`src/rtl/id_ex_stage_reg_if.sv`:
```
// ID/EX stage bus: decoded instruction from ID, registered copy toward EX, hazard/perf status back.
// Master drives the ID side and pipeline controls; slave is the stage register.
interface id_ex_stage_reg_if #(
    parameter int XLEN    = 32,
    parameter int ALUOP_W = 4
);
    logic               id_valid_i;
    logic [XLEN-1:0]    id_pc_i;
    logic [4:0]         id_rs1_label_i;
    logic [4:0]         id_rs2_label_i;
    logic [4:0]         id_rd_label_i;
    logic [XLEN-1:0]    id_rs1_data_i;
    logic [XLEN-1:0]    id_rs2_data_i;
    logic [XLEN-1:0]    id_imm_i;
    logic [ALUOP_W-1:0] id_alu_op_i;
    logic               id_is_load_i;
    logic               id_mem_write_i;
    logic               id_reg_write_i;
    logic               mem_stall_i;
    logic               flush_i;

    logic               ex_valid_o;
    logic [XLEN-1:0]    ex_pc_o;
    logic [4:0]         ex_rs1_label_o;
    logic [4:0]         ex_rs2_label_o;
    logic [4:0]         ex_rd_label_o;
    logic [XLEN-1:0]    ex_rs1_data_o;
    logic [XLEN-1:0]    ex_rs2_data_o;
    logic [XLEN-1:0]    ex_imm_o;
    logic [ALUOP_W-1:0] ex_alu_op_o;
    logic               ex_is_load_o;
    logic               ex_mem_write_o;
    logic               ex_reg_write_o;
    logic               stall_o;
    logic [31:0]        load_use_cnt_o;
    logic [31:0]        flush_cnt_o;

    modport master (
        output id_valid_i, id_pc_i, id_rs1_label_i, id_rs2_label_i, id_rd_label_i,
               id_rs1_data_i, id_rs2_data_i, id_imm_i, id_alu_op_i,
               id_is_load_i, id_mem_write_i, id_reg_write_i, mem_stall_i, flush_i,
        input  ex_valid_o, ex_pc_o, ex_rs1_label_o, ex_rs2_label_o, ex_rd_label_o,
               ex_rs1_data_o, ex_rs2_data_o, ex_imm_o, ex_alu_op_o,
               ex_is_load_o, ex_mem_write_o, ex_reg_write_o,
               stall_o, load_use_cnt_o, flush_cnt_o
    );

    modport slave (
        input  id_valid_i, id_pc_i, id_rs1_label_i, id_rs2_label_i, id_rd_label_i,
               id_rs1_data_i, id_rs2_data_i, id_imm_i, id_alu_op_i,
               id_is_load_i, id_mem_write_i, id_reg_write_i, mem_stall_i, flush_i,
        output ex_valid_o, ex_pc_o, ex_rs1_label_o, ex_rs2_label_o, ex_rd_label_o,
               ex_rs1_data_o, ex_rs2_data_o, ex_imm_o, ex_alu_op_o,
               ex_is_load_o, ex_mem_write_o, ex_reg_write_o,
               stall_o, load_use_cnt_o, flush_cnt_o
    );
endinterface

```
`src/rtl/id_ex_stage_reg.sv`:
```
// ID/EX pipeline register with load-use bubble insertion and flush; HAZARD_PERF_CNT_EN adds event counters.
// Latency: one edge from id_* to ex_*. Backpressure: stall_o (comb) holds PC and IF/ID; mem_stall_i freezes the stage.
module id_ex_stage_reg #(
    parameter int XLEN    = 32,
    parameter int ALUOP_W = 4
) (
    input  logic            clk_i,
    input  logic            rst_ni,
    id_ex_stage_reg_if.slave bus
);
    typedef struct packed {
        logic               valid;
        logic [XLEN-1:0]    pc;
        logic [4:0]         rs1_label;
        logic [4:0]         rs2_label;
        logic [4:0]         rd_label;
        logic [XLEN-1:0]    rs1_data;
        logic [XLEN-1:0]    rs2_data;
        logic [XLEN-1:0]    imm;
        logic [ALUOP_W-1:0] alu_op;
        logic               is_load;
        logic               mem_write;
        logic               reg_write;
    } stage_t;

    stage_t ex_q;
    stage_t id_d;
    logic   load_use;

    // An invalid ID slot is captured as an all-zero bubble.
    always_comb begin
        id_d = '0;
        if (bus.id_valid_i) begin
            id_d.valid     = 1'b1;
            id_d.pc        = bus.id_pc_i;
            id_d.rs1_label = bus.id_rs1_label_i;
            id_d.rs2_label = bus.id_rs2_label_i;
            id_d.rd_label  = bus.id_rd_label_i;
            id_d.rs1_data  = bus.id_rs1_data_i;
            id_d.rs2_data  = bus.id_rs2_data_i;
            id_d.imm       = bus.id_imm_i;
            id_d.alu_op    = bus.id_alu_op_i;
            id_d.is_load   = bus.id_is_load_i;
            id_d.mem_write = bus.id_mem_write_i;
            id_d.reg_write = bus.id_reg_write_i;
        end
    end

    assign load_use = ex_q.valid && ex_q.is_load && (ex_q.rd_label != 5'd0) && bus.id_valid_i &&
                      ((bus.id_rs1_label_i == ex_q.rd_label) || (bus.id_rs2_label_i == ex_q.rd_label));

    assign bus.stall_o = bus.mem_stall_i || (load_use && !bus.flush_i);

    always_ff @(posedge clk_i or negedge rst_ni) begin
        if (!rst_ni) begin
            ex_q <= '0;
        end else if (!bus.mem_stall_i) begin
            if (bus.flush_i || load_use) begin
                ex_q <= '0;
            end else begin
                ex_q <= id_d;
            end
        end
    end

`ifdef HAZARD_PERF_CNT_EN
    logic [31:0] load_use_cnt_q;
    logic [31:0] flush_cnt_q;

    always_ff @(posedge clk_i or negedge rst_ni) begin
        if (!rst_ni) begin
            load_use_cnt_q <= '0;
            flush_cnt_q    <= '0;
        end else if (!bus.mem_stall_i) begin
            if (bus.flush_i) begin
                flush_cnt_q <= flush_cnt_q + 32'd1;
            end else if (load_use) begin
                load_use_cnt_q <= load_use_cnt_q + 32'd1;
            end
        end
    end

    assign bus.load_use_cnt_o = load_use_cnt_q;
    assign bus.flush_cnt_o    = flush_cnt_q;
`else
    assign bus.load_use_cnt_o = 32'd0;
    assign bus.flush_cnt_o    = 32'd0;
`endif

    assign bus.ex_valid_o     = ex_q.valid;
    assign bus.ex_pc_o        = ex_q.pc;
    assign bus.ex_rs1_label_o = ex_q.rs1_label;
    assign bus.ex_rs2_label_o = ex_q.rs2_label;
    assign bus.ex_rd_label_o  = ex_q.rd_label;
    assign bus.ex_rs1_data_o  = ex_q.rs1_data;
    assign bus.ex_rs2_data_o  = ex_q.rs2_data;
    assign bus.ex_imm_o       = ex_q.imm;
    assign bus.ex_alu_op_o    = ex_q.alu_op;
    assign bus.ex_is_load_o   = ex_q.is_load;
    assign bus.ex_mem_write_o = ex_q.mem_write;
    assign bus.ex_reg_write_o = ex_q.reg_write;
endmodule

```
`src/flat_wrapper.sv`:
```
// flat-port wrapper written by rule: the top's interface ports become plain ports
module id_ex_stage_reg_flat 
#(
    parameter int XLEN    = 32,
    parameter int ALUOP_W = 4
)
  (clk_i, rst_ni, bus_id_valid_i, bus_id_pc_i, bus_id_rs1_label_i, bus_id_rs2_label_i, bus_id_rd_label_i, bus_id_rs1_data_i, bus_id_rs2_data_i, bus_id_imm_i, bus_id_alu_op_i, bus_id_is_load_i, bus_id_mem_write_i, bus_id_reg_write_i, bus_mem_stall_i, bus_flush_i, bus_ex_valid_o, bus_ex_pc_o, bus_ex_rs1_label_o, bus_ex_rs2_label_o, bus_ex_rd_label_o, bus_ex_rs1_data_o, bus_ex_rs2_data_o, bus_ex_imm_o, bus_ex_alu_op_o, bus_ex_is_load_o, bus_ex_mem_write_o, bus_ex_reg_write_o, bus_stall_o, bus_load_use_cnt_o, bus_flush_cnt_o);
  id_ex_stage_reg_if #(.XLEN(XLEN), .ALUOP_W(ALUOP_W)) bus_i ();
  input  logic clk_i;
  input  logic rst_ni;
  input wire logic [$bits(bus_i.id_valid_i)-1:0] bus_id_valid_i;
  input wire logic [$bits(bus_i.id_pc_i)-1:0] bus_id_pc_i;
  input wire logic [$bits(bus_i.id_rs1_label_i)-1:0] bus_id_rs1_label_i;
  input wire logic [$bits(bus_i.id_rs2_label_i)-1:0] bus_id_rs2_label_i;
  input wire logic [$bits(bus_i.id_rd_label_i)-1:0] bus_id_rd_label_i;
  input wire logic [$bits(bus_i.id_rs1_data_i)-1:0] bus_id_rs1_data_i;
  input wire logic [$bits(bus_i.id_rs2_data_i)-1:0] bus_id_rs2_data_i;
  input wire logic [$bits(bus_i.id_imm_i)-1:0] bus_id_imm_i;
  input wire logic [$bits(bus_i.id_alu_op_i)-1:0] bus_id_alu_op_i;
  input wire logic [$bits(bus_i.id_is_load_i)-1:0] bus_id_is_load_i;
  input wire logic [$bits(bus_i.id_mem_write_i)-1:0] bus_id_mem_write_i;
  input wire logic [$bits(bus_i.id_reg_write_i)-1:0] bus_id_reg_write_i;
  input wire logic [$bits(bus_i.mem_stall_i)-1:0] bus_mem_stall_i;
  input wire logic [$bits(bus_i.flush_i)-1:0] bus_flush_i;
  output wire logic [$bits(bus_i.ex_valid_o)-1:0] bus_ex_valid_o;
  output wire logic [$bits(bus_i.ex_pc_o)-1:0] bus_ex_pc_o;
  output wire logic [$bits(bus_i.ex_rs1_label_o)-1:0] bus_ex_rs1_label_o;
  output wire logic [$bits(bus_i.ex_rs2_label_o)-1:0] bus_ex_rs2_label_o;
  output wire logic [$bits(bus_i.ex_rd_label_o)-1:0] bus_ex_rd_label_o;
  output wire logic [$bits(bus_i.ex_rs1_data_o)-1:0] bus_ex_rs1_data_o;
  output wire logic [$bits(bus_i.ex_rs2_data_o)-1:0] bus_ex_rs2_data_o;
  output wire logic [$bits(bus_i.ex_imm_o)-1:0] bus_ex_imm_o;
  output wire logic [$bits(bus_i.ex_alu_op_o)-1:0] bus_ex_alu_op_o;
  output wire logic [$bits(bus_i.ex_is_load_o)-1:0] bus_ex_is_load_o;
  output wire logic [$bits(bus_i.ex_mem_write_o)-1:0] bus_ex_mem_write_o;
  output wire logic [$bits(bus_i.ex_reg_write_o)-1:0] bus_ex_reg_write_o;
  output wire logic [$bits(bus_i.stall_o)-1:0] bus_stall_o;
  output wire logic [$bits(bus_i.load_use_cnt_o)-1:0] bus_load_use_cnt_o;
  output wire logic [$bits(bus_i.flush_cnt_o)-1:0] bus_flush_cnt_o;
  assign bus_i.id_valid_i = bus_id_valid_i;
  assign bus_i.id_pc_i = bus_id_pc_i;
  assign bus_i.id_rs1_label_i = bus_id_rs1_label_i;
  assign bus_i.id_rs2_label_i = bus_id_rs2_label_i;
  assign bus_i.id_rd_label_i = bus_id_rd_label_i;
  assign bus_i.id_rs1_data_i = bus_id_rs1_data_i;
  assign bus_i.id_rs2_data_i = bus_id_rs2_data_i;
  assign bus_i.id_imm_i = bus_id_imm_i;
  assign bus_i.id_alu_op_i = bus_id_alu_op_i;
  assign bus_i.id_is_load_i = bus_id_is_load_i;
  assign bus_i.id_mem_write_i = bus_id_mem_write_i;
  assign bus_i.id_reg_write_i = bus_id_reg_write_i;
  assign bus_i.mem_stall_i = bus_mem_stall_i;
  assign bus_i.flush_i = bus_flush_i;
  assign bus_ex_valid_o = bus_i.ex_valid_o;
  assign bus_ex_pc_o = bus_i.ex_pc_o;
  assign bus_ex_rs1_label_o = bus_i.ex_rs1_label_o;
  assign bus_ex_rs2_label_o = bus_i.ex_rs2_label_o;
  assign bus_ex_rd_label_o = bus_i.ex_rd_label_o;
  assign bus_ex_rs1_data_o = bus_i.ex_rs1_data_o;
  assign bus_ex_rs2_data_o = bus_i.ex_rs2_data_o;
  assign bus_ex_imm_o = bus_i.ex_imm_o;
  assign bus_ex_alu_op_o = bus_i.ex_alu_op_o;
  assign bus_ex_is_load_o = bus_i.ex_is_load_o;
  assign bus_ex_mem_write_o = bus_i.ex_mem_write_o;
  assign bus_ex_reg_write_o = bus_i.ex_reg_write_o;
  assign bus_stall_o = bus_i.stall_o;
  assign bus_load_use_cnt_o = bus_i.load_use_cnt_o;
  assign bus_flush_cnt_o = bus_i.flush_cnt_o;
  id_ex_stage_reg #(.XLEN(XLEN), .ALUOP_W(ALUOP_W)) u_core (.clk_i(clk_i), .rst_ni(rst_ni), .bus(bus_i));
endmodule
```
`config.mk`:
```
export PLATFORM = sky130hd
export DESIGN_NAME = id_ex_stage_reg_flat
export DESIGN_NICKNAME = d
export VERILOG_FILES = /design/src/rtl/id_ex_stage_reg_if.sv /design/src/rtl/id_ex_stage_reg.sv /design/src/flat_wrapper.sv
export SDC_FILE = /design/constraint.sdc
export NUM_CORES = 1
export LEC_CHECK = 0
export ABC_AREA = 0
export CAP_MARGIN = 20
export CELL_PAD_IN_SITES_DETAIL_PLACEMENT = 1
export CELL_PAD_IN_SITES_GLOBAL_PLACEMENT = 1
export CORE_MARGIN = 2
export CORE_UTILIZATION = 29
export CTS_CLUSTER_DIAMETER = 200
export DETAILED_ROUTE_END_ITERATION = 12
export GPL_TIMING_DRIVEN = 0
export PLACE_DENSITY = 0.8
export SYNTH_ARGS = -nofsm -noshare
export SYNTH_HDL_FRONTEND = slang
export SYNTH_SLANG_ARGS = --single-unit
export TNS_END_PERCENT = 1
```
`constraint.sdc`:
```
create_clock -name clk_i -period 3.25 [get_ports clk_i]
set_input_delay 0.8125 -clock clk_i [delete_from_list [all_inputs] [get_ports clk_i]]
set_output_delay 0.8125 -clock clk_i [all_outputs]
set_load 0.005 [all_outputs]
```
==> out/results.txt <==
Of all nets on the critical path, the largest fanout is 3. The first global-routing pass estimated 45300 microns of wire. The clock slew seen by the registers of the worst setup and hold paths came out at 0.07 ns.

The detail-routed net length per standard cell is 19.8 microns, and the DRC marker count from the first detailed-route iteration is 500. In the routed layout, each cell is associated on average with a via count of 5.16. The data required time of the critical path is 2.44 ns, and the hold buffer count at CTS is 0.

After Yosys synthesis, full adders, half adders and majority gates account for 0% of the synthesized area. Once placement finished, the instance area stood at 0.0111 sq mm. The floorplan step set the die width to 164 microns.

The tools report the area used by multi-input combinational logic as 0.00306 sq mm. The critical path goes through clkdlybuf4s50_1 -> xnor2_1 -> nand2_1 -> o22ai_4 -> buf_12 -> a21o_1 -> dlygate4sd2_1. The transition time of the tightest slew-check pin is 0.833 ns, and the estimated wirelength of the detail-placed design is 21400 microns. Entering global routing, the biggest net connects 81 pins. Initial cell density of the core: 29.5%.

Port buffer count: 305. The relative slew slack is 44.4%. Counting both buffers and inverters, the worst setup path holds a total of 3. Worst-case clock buffer depth: 2.

The tools report the final-layout worst hold slack as 0.332 ns. The number of clock buffers added by TritonCTS is 17. STA classifies the critical path startpoint as an input pin. The synthesized netlist contains 21 unique library cells. The share of the Yosys chip area taken by registers is 51.0%. The clock net in this run drives a total of 151 sinks. The multiplexer share of the synthesized area was 0%. The flow ran to the end, and the final reports show no timing, DRC or antenna violations. The library cell used most frequently in the layout, excluding fill and tap cells, is sky130_fd_sc_hd__clkdlybuf4s50_1. The logs give 0 for the number of max-slew violations in the final report and 371 for the number of primary I/O pins. In this run the remaining antenna-violating nets after routing total 0. Synthesis produced a netlist whose cell count is 772. CTS placed an instance of sky130_fd_sc_hd__clkbuf_16 at the clock tree root. The first TritonRoute pass finished after 5 iterations.

The logs give 8135 for the via count of the first global-routing pass and 2917 for the fill cell instance count of the final layout. The fraction of synthesized cell area in xor and xnor cells is 1.18%, and the worst reg-to-reg path cell count is 7. The largest single stage delay on the critical path is 0.53 ns. Yosys attributes the largest share of cell area to sky130_fd_sc_hd__dfrtp_1, sky130_fd_sc_hd__a32oi_1, sky130_fd_sc_hd__o21ai_0. Setup violations remaining at the end of the flow were counted as 0. For this design the static power due to leakage is 0.00469 uW. The path class of the tightest hold or removal check is in2async. Among all stages on the critical path, the largest delay is contributed by sky130_fd_sc_hd__clkdlybuf4s50_1. The logs give 4 for the number of H-tree levels and 0.815 for the routability congestion estimate from global placement.

After floorplanning, the core was sized to cover 0.0251 sq mm. The critical path crosses 7 cells after its start point. The logs give 29800 microns for the sum of routed wire length over all layers and 2.36 ns for the critical path data arrival time. Across every metal layer, demand over resource in global routing totals 21.6%.

After Yosys synthesis, and, or, nand and nor cells account for 8.20% of the synthesized area. In the layout the commonest cells are sky130_fd_sc_hd__clkdlybuf4s50_1, sky130_fd_sc_hd__nand2_1, sky130_fd_sc_hd__dfrtp_1. The synthesized netlist occupies a cell area of 0.00741 sq mm.

Setup repair after global routing left no endpoint under its margin. Row generation in the floorplan step produced 58 rows. The worst setup path is captured at an output pin. Of the cells placed in the final design, the portion with a size suffix greater than 1 is 10.1%.

After routing the design area is 0.0118 sq mm. The remaining routing DRC violations is 0. The register area came out at 0.00378 sq mm. For the worst-skew pair, the clock arrives at the later sink with an insertion delay of 0.42 ns. The number of flip-flops and latches in the synthesized netlist works out to 151. The clock period could shrink to 3.17 ns. The total grt overflow is 0, and the setup skew after layout is 0.0114 ns. The run gives 0 as the max capacitance violation total.

Summing the areas of all compound-gate instances in the mapped netlist gives 28.4% of the synthesized area. The tools report the count of nets after finishing as 1317. For the initial antenna violation count, the log shows 1. Of the available clock period, the critical path in the final layout requires 97.5%. Timing would allow up to 316 MHz. Compared with the post-synthesis result, the final layout area differs by 59.0%.

In this run the biggest area consumer among cell types represents 51.0% of the synthesized area. For the total of warnings raised by yosys, the log shows 0. Across the VDD grid, the largest voltage drop is 0.367 mV. The floorplan step defined a die boundary enclosing 0.0269 sq mm.

The average cell area after synthesis came out at 9.60 sq um. Post-synthesis cell type with the largest combined area: sky130_fd_sc_hd__dfrtp_1. TritonCTS built the clock tree. On the critical path the largest part of the delay comes from buffers and inverters. The type of the worst setup path was in2out. The final hold violation count was 0.

Power spread over the standard cell area amounts to 459 mW/mm^2. After synthesis, the largest family of logic cells by area is compound AO/OA/AOI/OAI gates. The via total after detailed routing is 7769.

Measured along the y axis, the die boundary spans 164 microns.
## metrics by stage
step	util, %	power, uW	setup TNS, ns	cells	setup slack (ns)
2_1_floorplan	-	2610	0	835	0.439
3_3_place_gp	44.3	3400	-837.09	1470	-5.35
3_5_place_dp	44.4	3430	-38.19	1471	-1.70
4_1_cts	46.9	5470	0	1504	0.0459
5_1_grt	46.9	5660	0	1505	0.000753
6_report	46.9	5410	0	1505	0.0822
## what timing repair did
item | CTS | global route
resized for setup | 19 | 0
endpoints found under the setup margin | 45 | 0
setup buffers | 3 | 0
## state kept, by name (all words and copies together), names as in the netlist
signal,cells
u_core.bus.ex_imm_o,32
u_core.bus.ex_pc_o,32
u_core.bus.ex_rs1_data_o,32
u_core.bus.ex_rs2_data_o,32
u_core.bus.ex_rd_label_o,5
u_core.bus.ex_rs1_label_o,5
u_core.bus.ex_rs2_label_o,5
u_core.bus.ex_alu_op_o,4
u_core.bus.ex_is_load_o,1
u_core.bus.ex_mem_write_o,1
u_core.bus.ex_reg_write_o,1
u_core.bus.ex_valid_o,1
## area by class of cell
class	count	share of cell area [%]
clock inverters	13	1.25
clock buffers	18	3.64
flip-flops and latches	151	32.1
plain buffers	145	7.26
multi-input cells	538	26.0
well taps	330	3.50
repair buffers	309	26.3
diodes	1	0.0212
## final timing paths
path	startpoint	endpoint	slack, ns
worst max-delay path	bus_id_rs1_label_i[3]	bus_stall_o	0.08
worst min-delay path	rst_ni	u_core.bus.ex_rs2_data_o[19]	0.33
worst max register to register	u_core.bus.ex_rd_label_o[4]	u_core.bus.ex_rs1_data_o[22]	1.08
worst min register to register	u_core.bus.ex_pc_o[0]	u_core.bus.ex_pc_o[0]	0.50
max in group asynchronous	rst_ni	u_core.bus.ex_rs2_label_o[4]	2.08
min in group clk_i	u_core.bus.ex_pc_o[0]	u_core.bus.ex_pc_o[0]	0.50
## Yosys cell counts
master / count
sky130_fd_sc_hd__nand2b_1: 1
sky130_fd_sc_hd__buf_4: 73
sky130_fd_sc_hd__a22oi_1: 1
sky130_fd_sc_hd__conb_1: 1
sky130_fd_sc_hd__nand2_1: 152
sky130_fd_sc_hd__a32oi_1: 150
sky130_fd_sc_hd__nor2_1: 2
sky130_fd_sc_hd__o21ai_2: 1
sky130_fd_sc_hd__a21o_1: 1
sky130_fd_sc_hd__xnor2_1: 10
sky130_fd_sc_hd__dfrtp_1: 151
sky130_fd_sc_hd__or4_1: 1
sky130_fd_sc_hd__and3_1: 1
sky130_fd_sc_hd__clkbuf_1: 60
sky130_fd_sc_hd__nand3_1: 2
sky130_fd_sc_hd__o21ai_0: 135
sky130_fd_sc_hd__buf_1: 5
sky130_fd_sc_hd__o31ai_1: 1
sky130_fd_sc_hd__o22ai_1: 1
sky130_fd_sc_hd__buf_2: 8
sky130_fd_sc_hd__o21ai_1: 15
## cell families (layout without fill, tap and decap cells)
logic type	count (synthesis)	after routing
buffers and inverters	146	485
and+or+nand+nor	159	159
xor gates and xnor gates	10	10
AOI/OAI and AO/OA	305	305
other	1	65
DFF	151	151
## metal layers
layer / GRT usage [%] / vias to the layer above / share of wire [%]
met5: 0 / - / 0
met4: 5.54 / 0 / 1.9
met3: 6.69 / 30 / 7.6
met2: 37.8 / 281 / 50
met1: 25.7 / 3918 / 40
li1: - / 3540 / -
## power by group
group	switching (uW)	internal [uW]	total, uW
Combinational	525	689	1210
Clock	862	1140	2000
Sequential	129	2070	2200
Total	1520	3900	5410
No activity file was read; power rests on OpenSTA's default activity.
